**src/rtl/round_pkg.sv**
```systemverilog
// Shared types and constants for the LED hit game round sequencer.
// State encoding here is exported on state_dbg.
package round_pkg;

   typedef enum logic [2:0] {
      IDLE  = 3'd0,
      REQ   = 3'd1,
      LOAD  = 3'd2,
      ARMED = 3'd3,
      HIT   = 3'd4,
      MISS  = 3'd5,
      GAP   = 3'd6,
      OVER  = 3'd7
   } state_e;

   // Consecutive hits needed for a bonus life
   localparam int BONUS_STREAK = 10;

   // Bits needed to hold the larger of two tick counts
   function automatic int tick_w(input int a, input int b);
      int m;
      m = (a > b) ? a : b;
      return $clog2(m + 1);
   endfunction

   // Counter width for the default window and gap lengths
   localparam int TICK_W = tick_w(1000, 250);

endpackage

```
**src/rtl/round_timer.sv**
```systemverilog
// Loadable tick down-counter shared by the hit window and the gap delay.
// expire flags the tick that takes the count from 1 to 0.
module round_timer
   import round_pkg::*;
#(
   parameter int W = TICK_W
) (
   input  logic         clk,
   input  logic         rst,
   input  logic         load,
   input  logic [W-1:0] load_val,
   input  logic         en,
   input  logic         tick,
   output logic         expire
);

   logic [W-1:0] count;

   assign expire = en && tick && (count == W'(1));

   // Load has priority; otherwise count down one step per tick while enabled
   always_ff @(posedge clk or negedge rst) begin
      if (!rst) begin
         count <= '0;
      end else if (load) begin
         count <= load_val;
      end else if (en && tick && (count != '0)) begin
         count <= count - W'(1);
      end
   end

endmodule

```
**src/rtl/round_ctrl.sv**
```systemverilog
// Round sequencer for the LED hit game: target fetch, hit window, score, lives.
// Optional BONUS_LIFE_EN: every 10th consecutive hit awards one life (max 7).
module round_ctrl
   import round_pkg::*;
#(
   parameter int NUM_LEDS    = 8,
   parameter int WINDOW_INIT = 1000,
   parameter int WINDOW_MIN  = 200,
   parameter int WINDOW_STEP = 50,
   parameter int GAP_TICKS   = 250,
   parameter int LIVES_INIT  = 3,
   parameter int SCORE_W     = 8
) (
   input  logic                clk,
   input  logic                rst,
   input  logic                start,
   input  logic                tick,
   input  logic [NUM_LEDS-1:0] btn_press,
   input  logic [NUM_LEDS-1:0] led_num,
   output logic                target_req,
   output logic [NUM_LEDS-1:0] led_out,
   output logic [SCORE_W-1:0]  score,
   output logic [2:0]          lives,
   output logic                game_over,
   output logic [2:0]          state_dbg
);

   localparam int TW = tick_w(WINDOW_INIT, GAP_TICKS);

   localparam logic [TW-1:0] WIN_INIT = TW'(WINDOW_INIT);
   localparam logic [TW-1:0] WIN_MIN  = TW'(WINDOW_MIN);
   localparam logic [TW-1:0] WIN_STEP = TW'(WINDOW_STEP);
   localparam logic [TW-1:0] GAP_LEN  = TW'(GAP_TICKS);
   localparam logic [2:0]    LIV_INIT = 3'(LIVES_INIT);

   state_e              state;
   logic [NUM_LEDS-1:0] target;
   logic [TW-1:0]       window;
   logic [TW-1:0]       win_next;
   logic [SCORE_W-1:0]  score_next;

   logic          tmr_load;
   logic [TW-1:0] tmr_val;
   logic          tmr_en;
   logic          expire;

   logic one_hot;
   logic hit;
   logic wrong;

`ifdef BONUS_LIFE_EN
   logic [3:0] streak;
`endif

   assign state_dbg = state;

   // Press judgement and next-value arithmetic
   always_comb begin
      one_hot    = $onehot(led_num);
      hit        = (btn_press == target);
      wrong      = |(btn_press & ~target);
      score_next = (&score) ? score : score + SCORE_W'(1);
      if ({1'b0, window} >= ({1'b0, WIN_MIN} + {1'b0, WIN_STEP})) begin
         win_next = window - WIN_STEP;
      end else begin
         win_next = WIN_MIN;
      end
   end

   // Timer control: window on arming, gap length after a judged round
   always_comb begin
      tmr_load = 1'b0;
      tmr_val  = window;
      tmr_en   = (state == ARMED) || (state == GAP);
      unique case (state)
         LOAD: begin
            tmr_load = one_hot;
            tmr_val  = window;
         end
         HIT, MISS: begin
            tmr_load = 1'b1;
            tmr_val  = GAP_LEN;
         end
         default: begin
            tmr_load = 1'b0;
         end
      endcase
   end

   round_timer #(
      .W (TW)
   ) u_timer (
      .clk      (clk),
      .rst      (rst),
      .load     (tmr_load),
      .load_val (tmr_val),
      .en       (tmr_en),
      .tick     (tick),
      .expire   (expire)
   );

   // Round state machine with registered outputs
   always_ff @(posedge clk or negedge rst) begin
      if (!rst) begin
         state      <= IDLE;
         target_req <= 1'b0;
         led_out    <= '0;
         score      <= '0;
         lives      <= LIV_INIT;
         game_over  <= 1'b0;
         window     <= WIN_INIT;
         target     <= '0;
`ifdef BONUS_LIFE_EN
         streak     <= '0;
`endif
      end else begin
         target_req <= 1'b0;
         unique case (state)
            IDLE: begin
               led_out <= '0;
               if (start) begin
                  state      <= REQ;
                  target_req <= 1'b1;
               end
            end
            REQ: begin
               state <= LOAD;
            end
            LOAD: begin
               target <= led_num;
               if (one_hot) begin
                  state   <= ARMED;
                  led_out <= led_num;
               end else begin
                  state      <= REQ;
                  target_req <= 1'b1;
               end
            end
            ARMED: begin
               if (wrong) begin
                  state   <= MISS;
                  led_out <= '0;
               end else if (hit) begin
                  state   <= HIT;
                  led_out <= '0;
               end else if (expire) begin
                  state   <= MISS;
                  led_out <= '0;
               end
            end
            HIT: begin
               score  <= score_next;
               window <= win_next;
               state  <= GAP;
`ifdef BONUS_LIFE_EN
               if (streak == 4'(BONUS_STREAK - 1)) begin
                  streak <= '0;
                  if (lives != 3'd7) begin
                     lives <= lives + 3'd1;
                  end
               end else begin
                  streak <= streak + 4'd1;
               end
`endif
            end
            MISS: begin
               lives <= lives - 3'd1;
`ifdef BONUS_LIFE_EN
               streak <= '0;
`endif
               if (lives == 3'd1) begin
                  state     <= OVER;
                  game_over <= 1'b1;
                  led_out   <= '1;
               end else begin
                  state <= GAP;
               end
            end
            GAP: begin
               if (expire) begin
                  state      <= REQ;
                  target_req <= 1'b1;
               end
            end
            OVER: begin
               if (start) begin
                  state      <= REQ;
                  target_req <= 1'b1;
                  game_over  <= 1'b0;
                  led_out    <= '0;
                  score      <= '0;
                  lives      <= LIV_INIT;
                  window     <= WIN_INIT;
`ifdef BONUS_LIFE_EN
                  streak     <= '0;
`endif
               end
            end
            default: begin
               state <= IDLE;
            end
         endcase
      end
   end

endmodule

```
**config.mk**
```make
export PLATFORM = sky130hd
export DESIGN_NAME = round_ctrl
export DESIGN_NICKNAME = d
export VERILOG_FILES = /design/src/rtl/round_pkg.sv /design/src/rtl/round_timer.sv /design/src/rtl/round_ctrl.sv
export SDC_FILE = /design/constraint.sdc
export NUM_CORES = 1
export LEC_CHECK = 0
export ABC_AREA = 1
export CAP_MARGIN = 20
export CORE_ASPECT_RATIO = 1.2
export CORE_UTILIZATION = 58
export CTS_BUF_LIST = sky130_fd_sc_hd__clkbuf_2
export DETAILED_ROUTE_END_ITERATION = 6
export GPL_TIMING_DRIVEN = 1
export PLACE_DENSITY = 0.83
export SLEW_MARGIN = 30
export SYNTH_ARGS = -nofsm -noshare
export SYNTH_HDL_FRONTEND = slang
export SYNTH_SLANG_ARGS = --single-unit
```
**constraint.sdc**
```tcl
create_clock -name clk -period 2.28 [get_ports clk]
set_clock_uncertainty 0.2 [all_clocks]
set_input_delay 0.228 -clock clk [delete_from_list [all_inputs] [get_ports clk]]
set_output_delay 0.228 -clock clk [all_outputs]
set_load 0.005 [all_outputs]
```
==> impl_metrics.ini, run 1 <==
[yosys]
avgSynthCellArea_sq_um = 7.41
syn_nets = 502
netlist_area_sq_um = 3420
ys_ff_latch = 51
yosysSeqAreaShare = 0.376
yosys_warnings = 0
synthCells = 461
synth.distinct_cells = 32

[clocking]
cts_buffer_depth = 2
cts_num_sinks = 51
clock_latency_ns = 0.44
clk_pin_slew_ns = 0.27
root_buffer = clkbuf_2
cts.htree.levels = 2
numCtsBuffers = 5
cts_tree = yes

[global_route]
grt_antenna_before_repair = 0
track_usage = 0.275
grt_pass1_vias = 3047
gr-total-overflow = 0
grt_max_degree = 35
grt_pass1_wl_um = 13400

[setup_path]
critPathRequiredTime_ns = 2.43
critPathKind = input pin to flop
cp_max_fo = 6
regToRegSetupSlack_ns = 0.30
r2r-end = u_timer.count[0]
worst-path-buf-inv = 7
crit_top_cell = fa_1
crit_arrival_ns = 3.32
path_delay_family = adder cells
slowest_stage = fa_1
critPathLaunchType = input pin
path_cells = buf_8 > inv_8 > fa_1 > fa_1 > fa_1 > inv_1 > ha_2 > inv_2 > fa_1 > inv_1 > nand2_1 > nand3_4 > nand2_8 > buf_4 > buf_4 > nor2_1 > nand2_1
slowest_delay_ns = 0.54
cp-end-kind = flop
reg2regPathDepth = 8
r2r-start = u_timer.count[0]

[die]
start_util = 0.603
dieHeight_um = 86.1
top_level_ports = 44
die_area_sq_um = 6210
die_w_um = 72.1
rows = 30
core_area_sq_um = 5670

[power_and_ir_drop]
peakVddDrop_v = 0.000688
leakage_uw = 0.00221
power_density_nw_per_um2 = 1230

[detailed_routing]
dr.first_iter.drc_count = 182
first_pass_iters = 7
highest_layer = met4
num_vias = 3125
wl_um = 7800
ant_nets = 0
viasPerCell = 5.17
wl_met3_um = 290
wl_per_cell_um = 12.9
drcViolationCount = 0
wl_met2_um = 4160
m1WireLength_um = 3170

[timing]
grt_setup_unrepaired = true
slew_viol_final = 0
hold_viol_final = 0
setup_slack_ns = -0.892
min_period_over_period = 1.39
setup_viol = 20
maxSlewHeadroom = 0.504
fin_tns_setup_ns = -16.82
tightest_slew_ns = 0.743
fin_crit_ns = 3.17
holdWs_ns = 0.136
fmax_mhz = 315

[final_layout]
final_common_cell = nand2_1
mostFrequentLayoutCells = 158 x nand2_1, 53 x inv_1, 43 x nor2_1, 43 x dfrtp_1, 39 x clkdlybuf4s50_1
multi_input_area_sq_um = 1900
diodes = 0
final_core_util = 0.735
area_delta_synth_final_pct = 21.8
regArea_sq_um = 1290
nets = 565
drive_gt1_frac = 0.150
fillerInstances = 457

[run_status]
violations = negative setup slack
outcome = complete, but fails checks

[worst_hold_path]
hold_path.class = input pin to async pin

[place]
port_buffers = 43
dp_hpwl_um = 6000
gp_congestion = 0.897

[job]
maxCapViolations = 0
==> cell type report <==
class	count	share of cell area
flip-flops and latches	51	0.309
clock buffers	5	0.00601
repair buffers	58	0.132
clock inverters	3	0.00481
well taps	80	0.0240
inverters	67	0.0682
multi-input cells	341	0.456
==> cell usage after synthesis <==
master	instances	share of area
nor3_1	1	0.0015
ha_1	17	0.062
nand3_2	1	0.0029
nand3b_1	1	0.0022
a21oi_2	1	0.0026
nor2_2	2	0.0037
nand2_2	5	0.0092
or2_2	2	0.0037
dfrtp_1	43	0.31
inv_1	58	0.064
buf_6	3	0.0099
fa_1	4	0.023
dfstp_2	8	0.061
a21boi_0	1	0.0022
xnor2_1	3	0.0077
nand2_1	160	0.18
o31ai_1	1	0.0022
inv_4	4	0.0073
nor2_8	2	0.012
o21ai_1	5	0.0073
buf_2	1	0.0015
nand3_1	29	0.042
o21ai_0	25	0.037
a21oi_1	8	0.012
nand2_4	7	0.023
inv_2	5	0.0055
xor2_1	8	0.020
a31oi_1	1	0.0018
nand4_1	6	0.011
nor2_1	43	0.047
nor2_4	4	0.013
nand3_4	2	0.010
==> state kept, by name, indices dropped and copies added, names as in the netlist <==
| name | count |
|---|---|
| u_timer.count | 10 |
| score | 8 |
| game_over | 1 |
| state_dbg | 3 |
| lives | 3 |
| window | 9 |
| target_req | 1 |
| led_out | 8 |
| target | 8 |
==> how the worst max path moves through the flow <==
stage | startpoint | endpoint | cells after the start
after floorplan | led_num[0] | u_timer.count[5] | 17
after global placement | led_num[0] | led_out[1] | 16
after detailed placement | led_num[0] | u_timer.count[4] | 18
after CTS | led_num[0] | u_timer.count[6] | 18
after global routing | led_num[0] | u_timer.count[4] | 17
final | led_num[0] | state_dbg[1] | 17
==> per-layer routing <==
metal,track usage,vias up
met4,0.0963,0
li1,-,1563
met3,0.0435,18
met1,0.325,1459
met5,0,-
met2,0.500,85
==> through the flow <==
| stage | std cells | power, uW | area [sq um] | worst slack [ns] |
|---|---|---|---|---|
| floorplan | 461 | 3630 | 3440 | -1.14 |
| finish | 605 | 5100 | 4160 | -0.892 |
| global route | 605 | 5590 | 4160 | -0.981 |
| global placement | 589 | 4420 | 3990 | -1.81 |
| CTS | 604 | 5020 | 4120 | -1.01 |
| detailed placement | 589 | 4520 | 3990 | -1.95 |
==> report_power, final <==
part,internal [uW],switching [uW]
registers,1330,345
logic,1240,1810
clock network,73.8,302
total,2650,2450
==> logic make-up (layout without fill, tap and decap cells) <==
kind of cell,Yosys count,in the layout,synth area share
simple gates,265,267,0.358
buf+inv,71,133,0.0878
compound gates,42,42,0.0644
fa+ha+maj,21,21,0.0857
flops,51,51,0.376
xor+xnor,11,11,0.0282
==> what timing repair did <==
item | CTS | global route
hold buffers | 4 | 0
buffers inserted | 1 | 1
endpoints found under the setup margin | 20 | 20
resized for setup | 25 | 10
hold endpoints to repair | 29 | 0
pin swaps | 13 | 15
gates cloned | 2 | 0
(Power assumes the default switching activity.)
==> run 2: changes to the inputs <==
--- a/config.mk
+++ b/config.mk
@@ -5,10 +5,11 @@
 export SDC_FILE = /design/constraint.sdc
 export NUM_CORES = 1
 export LEC_CHECK = 0
-export ABC_AREA = 1
+export ABC_AREA = 0
 export CAP_MARGIN = 20
 export CORE_ASPECT_RATIO = 1.2
-export CORE_UTILIZATION = 58
+export CORE_MARGIN = 4
+export CORE_UTILIZATION = 57
 export CTS_BUF_LIST = sky130_fd_sc_hd__clkbuf_2
 export DETAILED_ROUTE_END_ITERATION = 6
 export GPL_TIMING_DRIVEN = 1
==> run 2 against run 1 <==
The flow still finishes with violations (negative setup slack). Register-to-register slack got worse by 0.33 ns. Sequential power decreased by 4%. Synthesized cell count decreased by 27%. Global-route usage decreased by 2.4 points. Cell count decreased by 20%. Worst setup slack got worse by 0.25 ns. Critical path type unchanged. Largest cell class unchanged.
==> impl_metrics.ini, run 2 <==
[run_status]
outcome = complete, but fails checks
violations = negative setup slack

[worst_hold_path]
hold_path.class = input pin to async pin

[yosys]
yosysSeqAreaShare = 0.420
synth-edff-count = 0
netlist.top_cell.by_area = dfrtp_1
ys_ff_latch = 51
synth.area.top_cells = dfrtp_1 35%, ha_1 6.9%, dfstp_2 6.9%
synthFlopType = dfrtp_1
avgSynthCellArea_sq_um = 9.06
syn_nets = 379
yosys-top-cells-count = 43 x dfrtp_1, 40 x nand2_1, 38 x nor2_1, 33 x inv_1, 26 x o21ai_0
netlist_area_sq_um = 3060
yosysMostFrequentCell = dfrtp_1
synth_top_area_frac = 0.351
synthCells = 338
synth.distinct_cells = 55
synthArstFlopShare = 1.00
yosys_warnings = 0

[timing]
min_period_over_period = 1.50
grt_setup_unrepaired = true
setup_slack_ns = -1.14
maxSlewHeadroom = 0.702
tightest_slew_ns = 0.441
fin_crit_ns = 3.42
setup_viol = 20
hold_viol_final = 0
slew_viol_final = 0
fmax_mhz = 292
holdWs_ns = 0.00271

[place]
dp_hpwl_um = 5920
port_buffers = 43
gp_congestion = 0.845
placedCellCount = 468

[setup_path]
path_delay_family = adder cells
r2r-start = u_timer.count[7]
cp-end-kind = flop
crit_start = led_num[1]
r2r-end = led_out[0]
path_cells = buf_8 > inv_4 > fa_1 > fa_1 > fa_1 > inv_1 > ha_2 > inv_2 > fa_1 > nand4b_1 > o21ai_2 > o32ai_2 > a31o_4 > mux2_4
critPathKind = input pin to flop
slowest_delay_ns = 0.54
cp_max_fo = 8
critical_path.endpoint = led_out[0]
crit_arrival_ns = 3.59
critPathRequiredTime_ns = 2.45
crit_top_cell = fa_1
regToRegSetupSlack_ns = -0.03
cp.depth = 14
worst-path-buf-inv = 4
reg2regPathDepth = 5
slowest_stage = fa_1
critPathLaunchType = input pin

[detailed_routing]
viasPerCell = 5.73
num_vias = 2781
drcViolationCount = 0
dr.first_iter.drc_count = 172
wl_um = 7700
ant_nets = 0
first_pass_iters = 4
wl_per_cell_um = 15.9

[power_and_ir_drop]
p_total_uw = 4420
power_density_nw_per_um2 = 1100
peakVddDrop_v = 0.000784
leakage_uw = 0.00184

[global_route]
grt_antenna_before_repair = 0
grt_pass1_wl_um = 12900
grt_pass1_vias = 2835
track_usage = 0.251
gr-total-overflow = 0
grt_max_degree = 24

[clocking]
cts.htree.levels = 2
root_buffer = clkbuf_2
cts_buffer_depth = 2
numCtsBuffers = 5
cts_tree = yes
clk_pin_slew_ns = 0.26
clock_latency_ns = 0.43
cts_num_sinks = 51

[final_layout]
final_common_cell = dfrtp_1
drive_gt1_frac = 0.207
diodes = 0
area_delta_synth_final_pct = 30.6
regMostFlops = u_timer.count
nets = 465
fillerInstances = 344
largest_register_ffs = 10
multi_input_area_sq_um = 1650
final_cells = 485
top_regs = u_timer.count: 10 flops, window: 9 flops
regArea_sq_um = 1290
mostFrequentLayoutCells = 43 x dfrtp_1, 39 x clkdlybuf4s50_1, 39 x buf_4, 38 x nand2_1, 38 x nor2_1

[die]
dieHeight_um = 88.3
die_area_sq_um = 6610
rows = 28
die_w_um = 74.9
core_area_sq_um = 5080
start_util = 0.603
top_level_ports = 44

[job]
maxCapViolations = 0
[run 2: cell count changes after synthesis, moves of 6 or more]
cell | before | now
a21oi_1 | 8 | 15
nand2_1 | 160 | 40
mux2_2 | 0 | 10
nand2_4 | 7 | 0
xnor2_1 | 3 | 12
nor3_1 | 1 | 11
inv_1 | 58 | 33
nand3_1 | 29 | 8
xor2_1 | 8 | 2
[run 2: per-stage QoR]
stage                     instance area, sq um   util  worst slack, ns  TNS [ns]
after floorplan                           3100      -            -1.38    -23.85
after global placement                    3840  0.756            -2.08    -38.36
after detailed placement                  3840  0.756            -2.18    -40.33
after CTS                                 3970  0.782            -1.28    -23.95
after global routing                      4000  0.787            -1.17    -21.93
final                                     4000  0.787            -1.14    -21.43
[run 2: worst min path at each step]
stage               cells past startpoint  start  slack, ns          endpoint
global route                            2    rst      0.006         target[0]
floorplan                               0    rst      -0.27         game_over
detailed placement                      1    rst      -0.02  u_timer.count[5]
global placement                        1    rst      -0.02  u_timer.count[5]
finish                                  2    rst      0.003         target[0]
CTS                                     2    rst       0.01         target[0]
[run 2: power breakdown]
part	internal (uW)	leakage, uW	switching (uW)
Clock	73.8	0.0000281	278
Sequential	1300	0.000611	310
Combinational	1240	0.00120	1220
Total	2610	0.00184	1810
[run 2: metal layers]
layer  GRT usage  up-vias  share of wire
met5           0        -              0
met4      0.0922        0          0.021
met3      0.0455       16          0.053
met2       0.433       84           0.51
met1       0.311     1339           0.41
li1            -     1342              -
[run 2: final cells by class]
| class | count | area share |
|---|---|---|
| repair buffers | 89 | 0.204 |
| flip-flops and latches | 51 | 0.322 |
| clock inverters | 2 | 0.00188 |
| well taps | 60 | 0.0188 |
| inverters | 33 | 0.0335 |
| clock buffers | 6 | 0.00751 |
| multi-input cells | 244 | 0.413 |
[run 2: logic make-up after synthesis]
logic type               synth area share
adder cells (fa/ha/maj)            0.0956
XOR/XNOR                           0.0400
AND/OR/NAND/NOR                     0.215
flip-flops                          0.420
multiplexers                       0.0466
buffers and inverters              0.0568
AO/OA/AOI/OAI                       0.126
[run 2: timing repair]
action,in CTS,in global routing
gates resized for setup,25,4
setup endpoints to repair,20,21
hold buffers,3,0
gates cloned,1,0
hold endpoints to repair,46,0
setup buffers,3,2
pin swaps,7,8
[run 2: worst reg2reg max path, stage by stage (launching register included)]
cell     delay [ns]
dfrtp_1        0.48
nor4_2         0.43
nand4_1        0.25
or2_1          0.31
a31o_4         0.29
mux2_4         0.30
